**src/rtl/bsg_vanilla_pkg.sv**
```systemverilog
// Shared types for the dual-issue front end.
// Optional perf counters in dual_issue_sequencer are enabled by DUAL_ISSUE_PERF_CNT_EN.
package bsg_vanilla_pkg;

  // Instruction width that instr_pair_s is built for.
  localparam int unsigned di_instr_width_gp = 32;

  // Sequencer state: nothing held, pair held with slot 0 pending, slot 1 pending.
  typedef enum logic [1:0] {
    EMPTY  = 2'd0,
    PAIR   = 2'd1,
    SECOND = 2'd2
  } dual_issue_state_e;

  // One fetched pair. second_v is low when slot 1 holds no real instruction.
  typedef struct packed {
    logic [1:0][di_instr_width_gp-1:0] instr;
    logic                              second_v;
  } instr_pair_s;

endpackage

```
**src/rtl/dual_issue_perf_ctr.sv**
```systemverilog
// Saturating event counter. Clears on reset and sticks at all-ones.
module dual_issue_perf_ctr #(
  parameter int unsigned width_p = 32
) (
  input  logic               clk_i,
  input  logic               reset_n_i,
  input  logic               inc_i,
  output logic [width_p-1:0] cnt_o
);

  logic [width_p-1:0] cnt_q, cnt_d;

  // Next count: step on each event unless already saturated.
  always_comb begin
    cnt_d = cnt_q;
    if (inc_i && !(&cnt_q)) begin
      cnt_d = cnt_q + width_p'(1'b1);
    end else begin
      cnt_d = cnt_q;
    end
  end

  // Counter register.
  always_ff @(posedge clk_i or negedge reset_n_i) begin
    if (!reset_n_i) begin
      cnt_q <= '0;
    end else begin
      cnt_q <= cnt_d;
    end
  end

  assign cnt_o = cnt_q;

endmodule

```
**src/rtl/dual_issue_sequencer.sv**
```systemverilog
// Holds one fetched instruction pair and sequences it into decode, either as a
// dual issue or as slot 0 then slot 1. Owns fetch backpressure, per-slot PC and
// flush. Defining DUAL_ISSUE_PERF_CNT_EN adds dual/single/stall counters.
module dual_issue_sequencer
  import bsg_vanilla_pkg::*;
#(
  parameter int unsigned pc_width_p       = 32,
  parameter int unsigned instr_width_p    = 32,
  parameter int unsigned perf_cnt_width_p = 32
) (
  input  logic                          clk_i,
  input  logic                          reset_n_i,
  input  logic                          fetch_v_i,
  input  logic [1:0][instr_width_p-1:0] fetch_instr_i,
  input  logic [pc_width_p-1:0]         fetch_pc_i,
  input  logic                          fetch_second_v_i,
  output logic                          fetch_ready_o,
  input  logic                          single_issue_i,
  input  logic                          stall_i,
  input  logic                          flush_i,
  output logic [1:0][instr_width_p-1:0] instr_o,
  output logic                          issue_v_o,
  output logic                          issue_dual_o,
  output logic                          issue_slot_o,
  output logic [pc_width_p-1:0]         issue_pc_o
`ifdef DUAL_ISSUE_PERF_CNT_EN
  ,
  output logic [perf_cnt_width_p-1:0]   dual_cnt_o,
  output logic [perf_cnt_width_p-1:0]   single_cnt_o,
  output logic [perf_cnt_width_p-1:0]   stall_cnt_o
`endif
);

  dual_issue_state_e state_q, state_d;

  logic [1:0][instr_width_p-1:0] instr_q;
  logic [pc_width_p-1:0]         pc_q;
  logic                          second_v_q;

  logic                  issue_v_s;
  logic                  issue_dual_s;
  logic                  issue_slot_s;
  logic [pc_width_p-1:0] issue_pc_s;
  logic                  fetch_ready_s;
  logic                  fire_s;
  logic                  to_second_s;
  logic                  complete_s;
  logic                  capture_s;

  // State register.
  always_ff @(posedge clk_i or negedge reset_n_i) begin
    if (!reset_n_i) begin
      state_q <= EMPTY;
    end else begin
      state_q <= state_d;
    end
  end

  // Next state: flush wins, then a new capture, then slot-1 hand-off, then drain.
  always_comb begin
    state_d = state_q;
    if (flush_i) begin
      state_d = EMPTY;
    end else if (capture_s) begin
      state_d = PAIR;
    end else if (to_second_s) begin
      state_d = SECOND;
    end else if (complete_s) begin
      state_d = EMPTY;
    end else begin
      state_d = state_q;
    end
  end

  // Issue offer, fire/completion and fetch handshake for the current state.
  always_comb begin
    issue_v_s    = 1'b0;
    issue_dual_s = 1'b0;
    issue_slot_s = 1'b0;
    issue_pc_s   = '0;
    case (state_q)
      EMPTY: begin
        issue_v_s = 1'b0;
      end
      PAIR: begin
        issue_v_s  = ~flush_i;
        issue_pc_s = pc_q;
        // A lone slot 0 or a split verdict issues slot 0 alone.
        if (second_v_q && !single_issue_i) begin
          issue_dual_s = 1'b1;
        end else begin
          issue_dual_s = 1'b0;
        end
      end
      SECOND: begin
        issue_v_s    = ~flush_i;
        issue_slot_s = 1'b1;
        issue_pc_s   = pc_q + pc_width_p'(3'd4);
      end
      default: begin
        issue_v_s = 1'b0;
      end
    endcase

    fire_s      = issue_v_s & ~stall_i & ~flush_i;
    to_second_s = fire_s & (state_q == PAIR) & second_v_q & single_issue_i;
    complete_s  = fire_s & ~to_second_s;

    if (state_q == EMPTY) begin
      fetch_ready_s = ~flush_i;
    end else begin
      fetch_ready_s = complete_s;
    end
    capture_s = fetch_v_i & fetch_ready_s;
  end

  // Held pair, PC and slot-1 validity; loaded only on an accepted fetch.
  always_ff @(posedge clk_i or negedge reset_n_i) begin
    if (!reset_n_i) begin
      instr_q    <= '0;
      pc_q       <= '0;
      second_v_q <= 1'b0;
    end else if (capture_s) begin
      instr_q    <= fetch_instr_i;
      pc_q       <= fetch_pc_i;
      second_v_q <= fetch_second_v_i;
    end else begin
      instr_q    <= instr_q;
      pc_q       <= pc_q;
      second_v_q <= second_v_q;
    end
  end

  assign fetch_ready_o = fetch_ready_s;
  assign instr_o       = instr_q;
  assign issue_v_o     = issue_v_s;
  assign issue_dual_o  = issue_dual_s;
  assign issue_slot_o  = issue_slot_s;
  assign issue_pc_o    = issue_pc_s;

`ifdef DUAL_ISSUE_PERF_CNT_EN
  logic dual_fire_s;
  logic single_fire_s;
  logic stall_evt_s;

  assign dual_fire_s   = fire_s & issue_dual_s;
  assign single_fire_s = fire_s & ~issue_dual_s;
  assign stall_evt_s   = issue_v_s & stall_i;

  dual_issue_perf_ctr #(.width_p(perf_cnt_width_p)) u_dual_ctr (
    .clk_i    (clk_i),
    .reset_n_i(reset_n_i),
    .inc_i    (dual_fire_s),
    .cnt_o    (dual_cnt_o)
  );

  dual_issue_perf_ctr #(.width_p(perf_cnt_width_p)) u_single_ctr (
    .clk_i    (clk_i),
    .reset_n_i(reset_n_i),
    .inc_i    (single_fire_s),
    .cnt_o    (single_cnt_o)
  );

  dual_issue_perf_ctr #(.width_p(perf_cnt_width_p)) u_stall_ctr (
    .clk_i    (clk_i),
    .reset_n_i(reset_n_i),
    .inc_i    (stall_evt_s),
    .cnt_o    (stall_cnt_o)
  );
`endif

endmodule
```
**config.mk**
```make
export PLATFORM = sky130hd
export DESIGN_NAME = dual_issue_sequencer
export DESIGN_NICKNAME = d
export VERILOG_FILES = /design/src/rtl/bsg_vanilla_pkg.sv /design/src/rtl/dual_issue_perf_ctr.sv /design/src/rtl/dual_issue_sequencer.sv
export SDC_FILE = /design/constraint.sdc
export NUM_CORES = 1
export LEC_CHECK = 0
export CORE_MARGIN = 4
export CORE_UTILIZATION = 46
export DETAILED_ROUTE_END_ITERATION = 16
export HOLD_SLACK_MARGIN = 0.1
export MAX_ROUTING_LAYER = met4
export PLACE_DENSITY = 0.86
export SYNTH_ARGS = -nofsm -noshare
export SYNTH_HDL_FRONTEND = slang
export SYNTH_HIERARCHICAL = 1
export SYNTH_SLANG_ARGS = --single-unit
```
**constraint.sdc**
```tcl
create_clock -name clk_i -period 6.3 [get_ports clk_i]
set_input_delay 0.945 -clock clk_i [delete_from_list [all_inputs] [get_ports clk_i]]
set_output_delay 0.945 -clock clk_i [all_outputs]
set_load 0.005 [all_outputs]
```
# After elaboration in Yosys (flattened, before gate mapping)
# Index checks and enable logic that the tools add are counted.
[totals]
regBits = 99
inputBits = 103
out_inout_bits = 100
[classes]
addsub = 1
n_eq_ne = 2
muxes = 10
bitwise = 10
n_reduce_logical = 5
[ops]
columns = ["op", "count"]
rows = [
  ["case mux 32 bit (2 select lines)", 1],
  ["adder 32 x 3 -> 32 bit (second input constant)", 1],
  ["two-way mux 2 bit", 4],
  ["bitwise AND 1 bit", 7],
  ["two-way mux 1 bit", 5],
  ["nonzero test 4 bit", 1],
  ["inverter 1 bit", 3],
  ["equality test 2 x 1 -> 1 bit (second input constant)", 1],
  ["equality test 2 bit (second input constant)", 1],
  ["logical NOT 2 bit", 1],
  ["OR reduction 2 bit", 1],
  ["logical AND 1 bit", 1],
  ["logical NOT 1 bit", 1],
]

# Longest topological paths before layout
[depth]
depth_word = 14
depth_mapped = 10

# Worst setup path after synthesis
# No wires, ideal clock.
[synth_path]
kind = "register to output"
from = "register pc_q[10]"
to = "output port issue_pc_o[31]"
arrival_time_ps = 2174
path_slack_ps = 3181
path_stages_with_launch = 7
n_path_buf = 1
path_cell_list = "dfrtp_1 clkbuf_2 nand4_1 or4_4 or4_4 or4_1 nand3_1"
[synth_via]
elab_chain_cells = 2
[synth_rtl]
columns = ["element", "line_no", "source"]
rows = [
  ["from (decl)", "dual_issue_sequencer.sv:37", "logic [pc_width_p-1:0] pc_q;"],
  ["from (signal assigned)", "dual_issue_sequencer.sv:125", "pc_q <= fetch_pc_i;"],
  ["from (signal assigned)", "dual_issue_sequencer.sv:129", "pc_q <= pc_q;"],
  ["adder 32 x 3 -> 32 bit", "dual_issue_sequencer.sv:98", "issue_pc_s = pc_q + pc_width_p'(3'd4);"],
  ["case mux 32 bit (2 select lines)", "dual_issue_sequencer.sv:81", "case (state_q)"],
  ["to (decl)", "dual_issue_sequencer.sv:25", "output logic [pc_width_p-1:0] issue_pc_o"],
]
# Every way passes these cells.

# Final worst setup path
[layout_path]
from = "register pc_q[2]"
to = "output port issue_pc_o[26]"
# Same word-level chain as after synthesis.

==> results.ini <==
[status]
status = finished, final reports clean

[clocking]
holdBufCountCts = 0
path_clk_slew_ns = 0.10
clockBufferDepth = 2
cts_setup_buffers = 0
clockRootBuffer = clkbuf_8
cts_tree = yes
worstSkewPairLatency_ns = 0.38
cts_made_buffers = 9
htreeDepth = 3
cts.sinks = 99
cts_resized = 0

[setup_path]
worstPathRequired_ns = 5.35
endpoint_kind = primary output
critical_path_arrival_ns = 3.45
cp-start-kind = register
path_class = reg2out
cp_max_fo = 7

[global_routing]
grt_pass1_wl_mm = 20.7
grt_max_degree = 59
antenna_found_initial = 0
grt_pass1_vias = 4234
overflow = 0
grt_usage = 0.234

[sta]
finalSetupViolCount = 0
layout_min_cycle_time_ns = 4.40
fin_crit_sh = 0.698
holdWs_ns = 0.510
skew_ns = 0.00859
final_hold_viol_count = 0
relSlewSlack = 0.453
final_max_slew_viol_count = 0
max_freq_mhz = 227
rsz0062_at_grt = no
tightest_slew_ns = 0.812
setup_tns_ns = 0

[die]
pin_count = 203
coreArea_mm2 = 0.00991
rows = 36
fp.dieH_um = 109
start_util = 0.477
die_w_um = 109
die-area_mm2 = 0.0120

[yosys]
synth_edf_count = 0
synth_cell_types = 42
synth_top_area_cell = dfrtp_1
synth_cells = 397
syn_area_mm2 = 0.00473
ys.flop_type = dfrtp_1
yosysSeqAreaShare = 0.524
synthArstFlopShare = 1.00
synth-warning-count = 6
synth_area_leaders = dfrtp_1 52%, mux2_2 23%, o21ai_0 2.4%
syn_nets = 504
synth-seq-cells = 99
syn_avg_cell_area_um2 = 11.9
synth_top_area_frac = 0.524

[power_and_ir_drop]
p_leak_nw = 2.72
power_density_mw_per_mm2 = 251
irDropWorstVdd_uv = 249
power_mw = 1.77

[finish]
design_area_mm2 = 0.00703
diodes = 0
drive_gt1_frac = 0.204
final_cell_mix = 201 x clkdlybuf4s50_1, 99 x dfrtp_1, 97 x mux2_2, 29 x nand2_1, 23 x o21ai_0
syn_to_final_growth_pct = 48.7
layout_commonest_cell = clkdlybuf4s50_1
final_nets = 696

[placement]
dp_hpwl_mm = 10.2
globalplace.congestion = 0.901
dpl_cell_area_mm2 = 0.00682
port-buffer-count = 202

[drt]
wirelength_mm = 13.5
wl_met1_mm = 4.79
vias = 3989
routedWlPerCell_um = 18.6
first_iter_violations = 155
viasPerCell = 5.49
top_layer = met4
met3_length_mm = 1.20
drtPass1Iterations = 4
drc_errors = 0
antenna_left = 0
wl_met2_mm = 7.11

[job]
max_cap_viol_count = 0

[worst_hold_path]
hp-class = reg2reg

-- cell usage after synthesis, drive strengths merged (5+ instances only) --
master and count:
nand2 29, or4 7, inv 6, o31ai 5, dfrtp 99, nor2b 5
mux2 97, buf 5, o21ai 23, a21oi 7, o211ai 5, nand4 11
nor2 11, and2 10, nand3 16, clkbuf 18
-- routing by layer --
layer  track usage  up-vias
li1              -     1828
met1         0.243     1935
met2         0.405      191
met3        0.0904       35
met4        0.0828        0
met5             -        -
-- final cells by class --
| type | instances | area, um2 |
|---|---|---|
| well taps | 133 | 166 |
| fillers | 708 | 2880 |
| clock buffers | 11 | 141 |
| flip-flops and latches | 99 | 2480 |
| multi-input cells | 269 | 2120 |
| inverters | 6 | 22.5 |
| clock inverters | 5 | 66.3 |
| repair buffers | 204 | 2030 |
-- power by group --
| group | switching, mW | internal [mW] | total [mW] |
|---|---|---|---|
| Sequential | 0.0999 | 0.756 | 0.856 |
| Clock | 0.231 | 0.200 | 0.432 |
| Combinational | 0.158 | 0.322 | 0.479 |
-- cell families (layout without fill, tap and decap cells) --
| family | after synthesis | count (layout) | share of synthesized area |
|---|---|---|---|
| flip-flops | 99 | 99 | 0.524 |
| adder cells (fa/ha/maj) | 4 | 4 | 0.0106 |
| AO/OA/AOI/OAI | 60 | 60 | 0.0821 |
| AND/OR/NAND/NOR | 104 | 104 | 0.117 |
| multiplexers | 98 | 98 | 0.233 |
| XOR/XNOR | 3 | 3 | 0.00556 |
| buffers and inverters | 29 | 226 | 0.0275 |
-- worst max-delay path: stages (launching register included) --
cell and delay (ns):
dfrtp_1 0.42, ha_1 0.25, nand4_1 0.28, nor4_1 0.71, nand2_1 0.29, or4_1 0.48, nand3_1 0.10, clkdlybuf4s50_1 0.54
-- registers in the layout (all words and copies together) (netlist names) --
signal	cells
second_v_q	1
instr_o	64
pc_q	32
state_q	2
-- through the flow --
stage	util	instances	worst slack (ns)
2_1_floorplan	-	397	3.18
3_3_place_gp	0.689	711	2.51
3_5_place_dp	0.689	711	2.40
4_1_cts	0.709	727	1.93
5_1_grt	0.709	727	1.62
6_report	0.709	727	1.90
-- final timing paths --
check	from	end	slack, ns	cells past startpoint
min reg2reg	pc_q[1]	pc_q[1]	0.51	1
min in group asynchronous	reset_n_i	pc_q[30]	0.56	1
max	pc_q[2]	issue_pc_o[26]	1.90	7
max reg2reg	state_q[0]	pc_q[0]	3.01	8
max in group asynchronous	reset_n_i	instr_o[1]	4.61	2
min	pc_q[1]	pc_q[1]	0.51	1
Note: power is estimated with default switching activity, not from simulation.
